--- src/rtl/mux_2to1_sel_pkg.sv ---
// Shared constants for the mux_2to1_sel operand selector: default width,
// selector encodings and the width of the selector-toggle statistics counter.
package mux_2to1_sel_pkg;

   localparam int   NB_DATA_DEF = 32;
   localparam logic SEL_IN0     = 1'b0;
   localparam logic SEL_IN1     = 1'b1;
   localparam int   CNT_W       = 16;

endpackage

--- src/rtl/mux_2to1_sel_if.sv ---
// Data/qualifier bundle for mux_2to1_sel. o_sel_toggles exists only when
// MUX_SEL_STATS_EN is defined.
interface mux_2to1_sel_if
   import mux_2to1_sel_pkg::*;
#(
   parameter int NB_DATA = NB_DATA_DEF
);
   logic               i_enable;
   logic               i_valid;
   logic               i_selector;
   logic [NB_DATA-1:0] i_entradaMUX_0;
   logic [NB_DATA-1:0] i_entradaMUX_1;
   logic [NB_DATA-1:0] o_salidaMUX;
   logic               o_valid;
`ifdef MUX_SEL_STATS_EN
   logic [CNT_W-1:0]   o_sel_toggles;
`endif

   modport master (
      output i_enable, i_valid, i_selector, i_entradaMUX_0, i_entradaMUX_1,
`ifdef MUX_SEL_STATS_EN
      input  o_sel_toggles,
`endif
      input  o_salidaMUX, o_valid
   );

   modport slave (
      input  i_enable, i_valid, i_selector, i_entradaMUX_0, i_entradaMUX_1,
`ifdef MUX_SEL_STATS_EN
      output o_sel_toggles,
`endif
      output o_salidaMUX, o_valid
   );

endinterface

--- src/rtl/mux_2to1_sel_out_reg.sv ---
// Load-enable register with asynchronous active-low clear; holds the
// selected word together with its valid flag.
module mux_2to1_sel_out_reg #(
   parameter int W = 33
) (
   input  logic         i_clk,
   input  logic         i_rst_n,
   input  logic         i_en,
   input  logic [W-1:0] i_d,
   output logic [W-1:0] o_q
);

   always_ff @(posedge i_clk or negedge i_rst_n) begin
      if (!i_rst_n)
         o_q <= '0;
      else if (i_en)
         o_q <= i_d;
   end

endmodule

--- src/rtl/mux_2to1_sel.sv ---
// Two-input word selector with optional output register (REGISTERED) and
// optional selector-toggle counter (build macro MUX_SEL_STATS_EN).
module mux_2to1_sel
   import mux_2to1_sel_pkg::*;
#(
   parameter int NB_DATA    = NB_DATA_DEF,
   parameter bit REGISTERED = 1'b1
) (
   input  logic           i_clk,
   input  logic           i_rst_n,
   mux_2to1_sel_if.slave  bus
);

   logic [NB_DATA-1:0] sel_data;

   // An X/Z selector propagates X rather than defaulting to either leg.
   assign sel_data = (bus.i_selector == SEL_IN1) ? bus.i_entradaMUX_1
                                                 : bus.i_entradaMUX_0;

   generate
      if (REGISTERED) begin : g_reg
         logic [NB_DATA:0] q;

         mux_2to1_sel_out_reg #(
            .W (NB_DATA + 1)
         ) u_out_reg (
            .i_clk   (i_clk),
            .i_rst_n (i_rst_n),
            .i_en    (bus.i_enable),
            .i_d     ({bus.i_valid, sel_data}),
            .o_q     (q)
         );

         assign bus.o_valid     = q[NB_DATA];
         assign bus.o_salidaMUX = q[NB_DATA-1:0];
      end else begin : g_comb
         assign bus.o_valid     = bus.i_valid;
         assign bus.o_salidaMUX = sel_data;
      end
   endgenerate

`ifdef MUX_SEL_STATS_EN
   logic             prev_sel;
   logic [CNT_W-1:0] sel_toggles;

   // Only qualified edges update the reference selector and the count.
   always_ff @(posedge i_clk or negedge i_rst_n) begin
      if (!i_rst_n) begin
         prev_sel    <= SEL_IN0;
         sel_toggles <= '0;
      end else if (bus.i_valid) begin
         prev_sel <= bus.i_selector;
         if ((bus.i_selector != prev_sel) && (sel_toggles != '1))
            sel_toggles <= sel_toggles + 1'b1;
      end
   end

   assign bus.o_sel_toggles = sel_toggles;
`endif

endmodule

--- src/flat_wrapper.sv ---
// flat-port wrapper written by rule: the top's interface ports become plain ports
module mux_2to1_sel_flat import mux_2to1_sel_pkg::*;
#(
   parameter int NB_DATA    = NB_DATA_DEF,
   parameter bit REGISTERED = 1'b1
)
  (i_clk, i_rst_n, bus_i_enable, bus_i_valid, bus_i_selector, bus_i_entradaMUX_0, bus_i_entradaMUX_1, bus_o_salidaMUX, bus_o_valid);
  mux_2to1_sel_if #(.NB_DATA(NB_DATA)) bus_i ();
  input  logic i_clk;
  input  logic i_rst_n;
  input wire logic [$bits(bus_i.i_enable)-1:0] bus_i_enable;
  input wire logic [$bits(bus_i.i_valid)-1:0] bus_i_valid;
  input wire logic [$bits(bus_i.i_selector)-1:0] bus_i_selector;
  input wire logic [$bits(bus_i.i_entradaMUX_0)-1:0] bus_i_entradaMUX_0;
  input wire logic [$bits(bus_i.i_entradaMUX_1)-1:0] bus_i_entradaMUX_1;
  output wire logic [$bits(bus_i.o_salidaMUX)-1:0] bus_o_salidaMUX;
  output wire logic [$bits(bus_i.o_valid)-1:0] bus_o_valid;
  assign bus_i.i_enable = bus_i_enable;
  assign bus_i.i_valid = bus_i_valid;
  assign bus_i.i_selector = bus_i_selector;
  assign bus_i.i_entradaMUX_0 = bus_i_entradaMUX_0;
  assign bus_i.i_entradaMUX_1 = bus_i_entradaMUX_1;
  assign bus_o_salidaMUX = bus_i.o_salidaMUX;
  assign bus_o_valid = bus_i.o_valid;
  mux_2to1_sel #(.NB_DATA(NB_DATA), .REGISTERED(REGISTERED)) u_core (.i_clk(i_clk), .i_rst_n(i_rst_n), .bus(bus_i));
endmodule
--- config.mk ---
export PLATFORM = sky130hd
export DESIGN_NAME = mux_2to1_sel_flat
export DESIGN_NICKNAME = d
export VERILOG_FILES = /design/src/rtl/mux_2to1_sel_pkg.sv /design/src/rtl/mux_2to1_sel_if.sv /design/src/rtl/mux_2to1_sel_out_reg.sv /design/src/rtl/mux_2to1_sel.sv /design/src/flat_wrapper.sv
export SDC_FILE = /design/constraint.sdc
export NUM_CORES = 1
export LEC_CHECK = 0
export ABC_AREA = 1
export ABC_CLOCK_PERIOD_IN_PS = 1270
export BUFFER_PORTS_ARGS = -buffer_cell sky130_fd_sc_hd__buf_2
export CAP_MARGIN = 5
export CELL_PAD_IN_SITES_DETAIL_PLACEMENT = 1
export CELL_PAD_IN_SITES_GLOBAL_PLACEMENT = 1
export CORE_MARGIN = 8
export CORE_UTILIZATION = 32
export CTS_CLUSTER_SIZE = 25
export DETAILED_ROUTE_END_ITERATION = 7
export PLACE_DENSITY = 0.95
export SLEW_MARGIN = 10
export SYNTH_ARGS = -nofsm -noshare
export SYNTH_HDL_FRONTEND = slang
export SYNTH_HIERARCHICAL = 1
export SYNTH_SLANG_ARGS = --single-unit
--- constraint.sdc ---
create_clock -name i_clk -period 1.27 [get_ports i_clk]
set_input_delay 0.0635 -clock i_clk [delete_from_list [all_inputs] [get_ports i_clk]]
set_output_delay 0.0635 -clock i_clk [all_outputs]
set_load 0.01 [all_outputs]
==> impl_metrics.ini <==
[status]
status = finished, final reports clean

[sta]
setup-violations-final = 0
rsz0062_at_grt = no
worstMarginPinSlew_ps = 376
setup_tns_ps = 0
relSlewSlack = 0.749
finalHoldViolations = 0
maxSlewViolCount = 0
post-route-period-util = 0.692
holdWs_ps = 81.6
skew_ps = 0
period_minus_slack_ps = 879
fmax_mhz = 1140

[finish]
largest_reg_flops = 33
final_area_mm2 = 0.00237
fill_cells = 752
layout-drive-gt1-share = 0.388
area.growth.synth_to_final_pct = 32.2
antennaDiodeCount = 0
reg_top3 = u_core/g_reg.u_out_reg/o_q x33
nNetsFinal = 413
fin_cells = 415
max_flop_register = u_core/g_reg.u_out_reg/o_q

[synthesis]
synth_cell_types = 9
ys_warn_count = 6
ys_top_cells_by_area = dfrtp_1, nand2_1, nand2_2
avgSynthCellArea_um2 = 7.36
synth-simple-area-share = 0.435
seq_area_frac_synth = 0.460
synth-seq-cells = 33
synth.most_common_cell = nand2_1
synth_top_family_by_area = simple AND/OR/NAND/NOR gates
synth_top_area_frac = 0.460
synthFlopType = dfrtp_1
synth_common_cells = nand2_1, dfrtp_1, nand2_2
syn_area_mm2 = 0.00180
synth_compound_area_frac = 0
muxShareOfSynthArea = 0
synth_async_sr_flop_share = 1.00
yosys.area.top_type = dfrtp_1
synth_edf_count = 0
synth.net_count = 313
synthCells = 244
yosys.area_share.adder = 0
synth-xor-area-share = 0

[drt]
drcViolationCount = 0
drt_iter0_drc = 27
via_count = 1813
drt-vias-per-instance = 4.37
wirelength_um = 5560
routedWlPerCell_um = 13.4
dr.pass1.iters = 4
antenna_left = 0

[power]
intPower_uw = 1780
p_leak_uw = 0.00148
p_per_area_mw_per_mm2 = 1060
finalPower_uw = 2520
netSwitchingFraction = 0.293
ir_drop_mv = 0.356
p_switching_uw = 738
pwr-share-clk = 0.276
p_seq_frac = 0.485
pwr-share-comb = 0.239

[setup_path]
cp_max_fo = 2
end_kind = output pin
slowest_stage = dfrtp_1
crit_path_max_incr_delay_ps = 400
r2r_end = u_core/g_reg.u_out_reg/o_q[8]
crit_type = reg -> out
worst_ep_arrival_time_ps = 820
crit_family = flip-flops
crit_chain = buf_2
crit_buf_inv = 1
required_ps = 1210
r2r_start = u_core/g_reg.u_out_reg/o_q[8]
r2r_cells = 2
worst-r2r-setup-slack_ps = 650
worst_setup_path_start_kind = flip-flop

[min_path]
hold_depth = 5
min_to = u_core/g_reg.u_out_reg/o_q[18]
hold_class = in -> reg
hp-start = bus_i_entradaMUX_0[18]

[placed_design]
place_inst = 407
gp_congestion = 0.707
port_buffers = 101
placed_cell_area_mm2 = 0.00228
dp_hpwl_um = 4480

[grt]
antenna_found_initial = 0
first_global_vias = 1994
track_usage = 0.134
grt.overflow.total = 0
grt_max_degree = 34
grt_pass1_wl_um = 9320

[die]
core.rowCount = 27
io_pins = 102
initial_core_util = 0.328
core-area_mm2 = 0.00547
fp.dieH_um = 90.9
die_area_mm2 = 0.00827
die_x_um = 90.9

[clocking]
worstSkewPairLatency_ps = 270
hold_buffers = 2
post-cts-setup-buffers = 0
cts.clk_slew.worst_paths_ps = 60
cts_inserted_buffers = 5
cts-root-buf = clkbuf_8
post_cts.resized_instances = 0
htreeDepth = 2
clkSinkCount = 33
clockBufferDepth = 2
cts_tree = yes

[flow_run]
cap_violations = 0
power by group through the flow:
| stage | Clock (uW) | Combinational (uW) | Sequential [uW] |
|---|---|---|---|
| 3_5_place_dp | 0 | 612 | 1240 |
| 5_1_grt | 767 | 681 | 1240 |
| 4_1_cts | 725 | 618 | 1220 |
| 3_3_place_gp | 0 | 587 | 1240 |
| 2_1_floorplan | 0 | 276 | 1290 |
| 6_report | 695 | 601 | 1220 |
stage by stage:
| step | utilization | setup WS [ps] |
|---|---|---|
| floorplan | - | 631 |
| global placement | 0.417 | 487 |
| detailed placement | 0.417 | 437 |
| CTS | 0.434 | 375 |
| global route | 0.434 | 354 |
| finish | 0.434 | 391 |
layout make-up:
class                   count  area (um^2)  share of cell area
clock buffers               5         68.8              0.0290
clock inverters             1         5.00             0.00211
inverters                   2         22.5             0.00948
multi-input cells         195          782               0.329
flip-flops and latches     33          826               0.348
well taps                  72         90.1              0.0379
repair buffers            107          581               0.244
cells in the final DEF, fill, tap and decap left out:
cell type / netlist / final
nand2_1: 175 / 175
inv_8: 2 / 2
buf_2: 0 / 101
clkbuf_8: 3 / 5
dlygate4sd3_1: 0 / 2
nand2_2: 20 / 20
dfrtp_1: 33 / 33
buf_4: 3 / 2
buf_12: 1 / 2
clkinv_2: 0 / 1
metal layers:
layer / share of wire / vias to the layer above / GRT usage
li1: - / 914 / -
met1: 0.41 / 829 / 0.144
met2: 0.49 / 65 / 0.237
met3: 0.093 / 5 / 0.0543
met4: 0.0079 / 0 / 0.0368
met5: 0 / - / 0
logic make-up (layout without fill, tap and decap cells):
group / after synthesis / count (layout)
and+or+nand+nor: 195 / 195
DFF: 33 / 33
buffers and inverters: 16 / 115
how the worst max path moves through the flow:
stage	startpoint	endpoint	depth (start not counted)
finish	u_core/g_reg.u_out_reg/o_q[8]	bus_o_salidaMUX[8]	1
global route	u_core/g_reg.u_out_reg/o_q[6]	bus_o_salidaMUX[6]	1
CTS	u_core/g_reg.u_out_reg/o_q[8]	bus_o_salidaMUX[8]	1
detailed placement	bus_i_selector	u_core/g_reg.u_out_reg/o_q[6]	6
global placement	bus_i_enable	u_core/g_reg.u_out_reg/o_q[22]	4
floorplan	bus_i_selector	u_core/g_reg.u_out_reg/o_q[0]	7
Power figures use the tool's default switching activity.
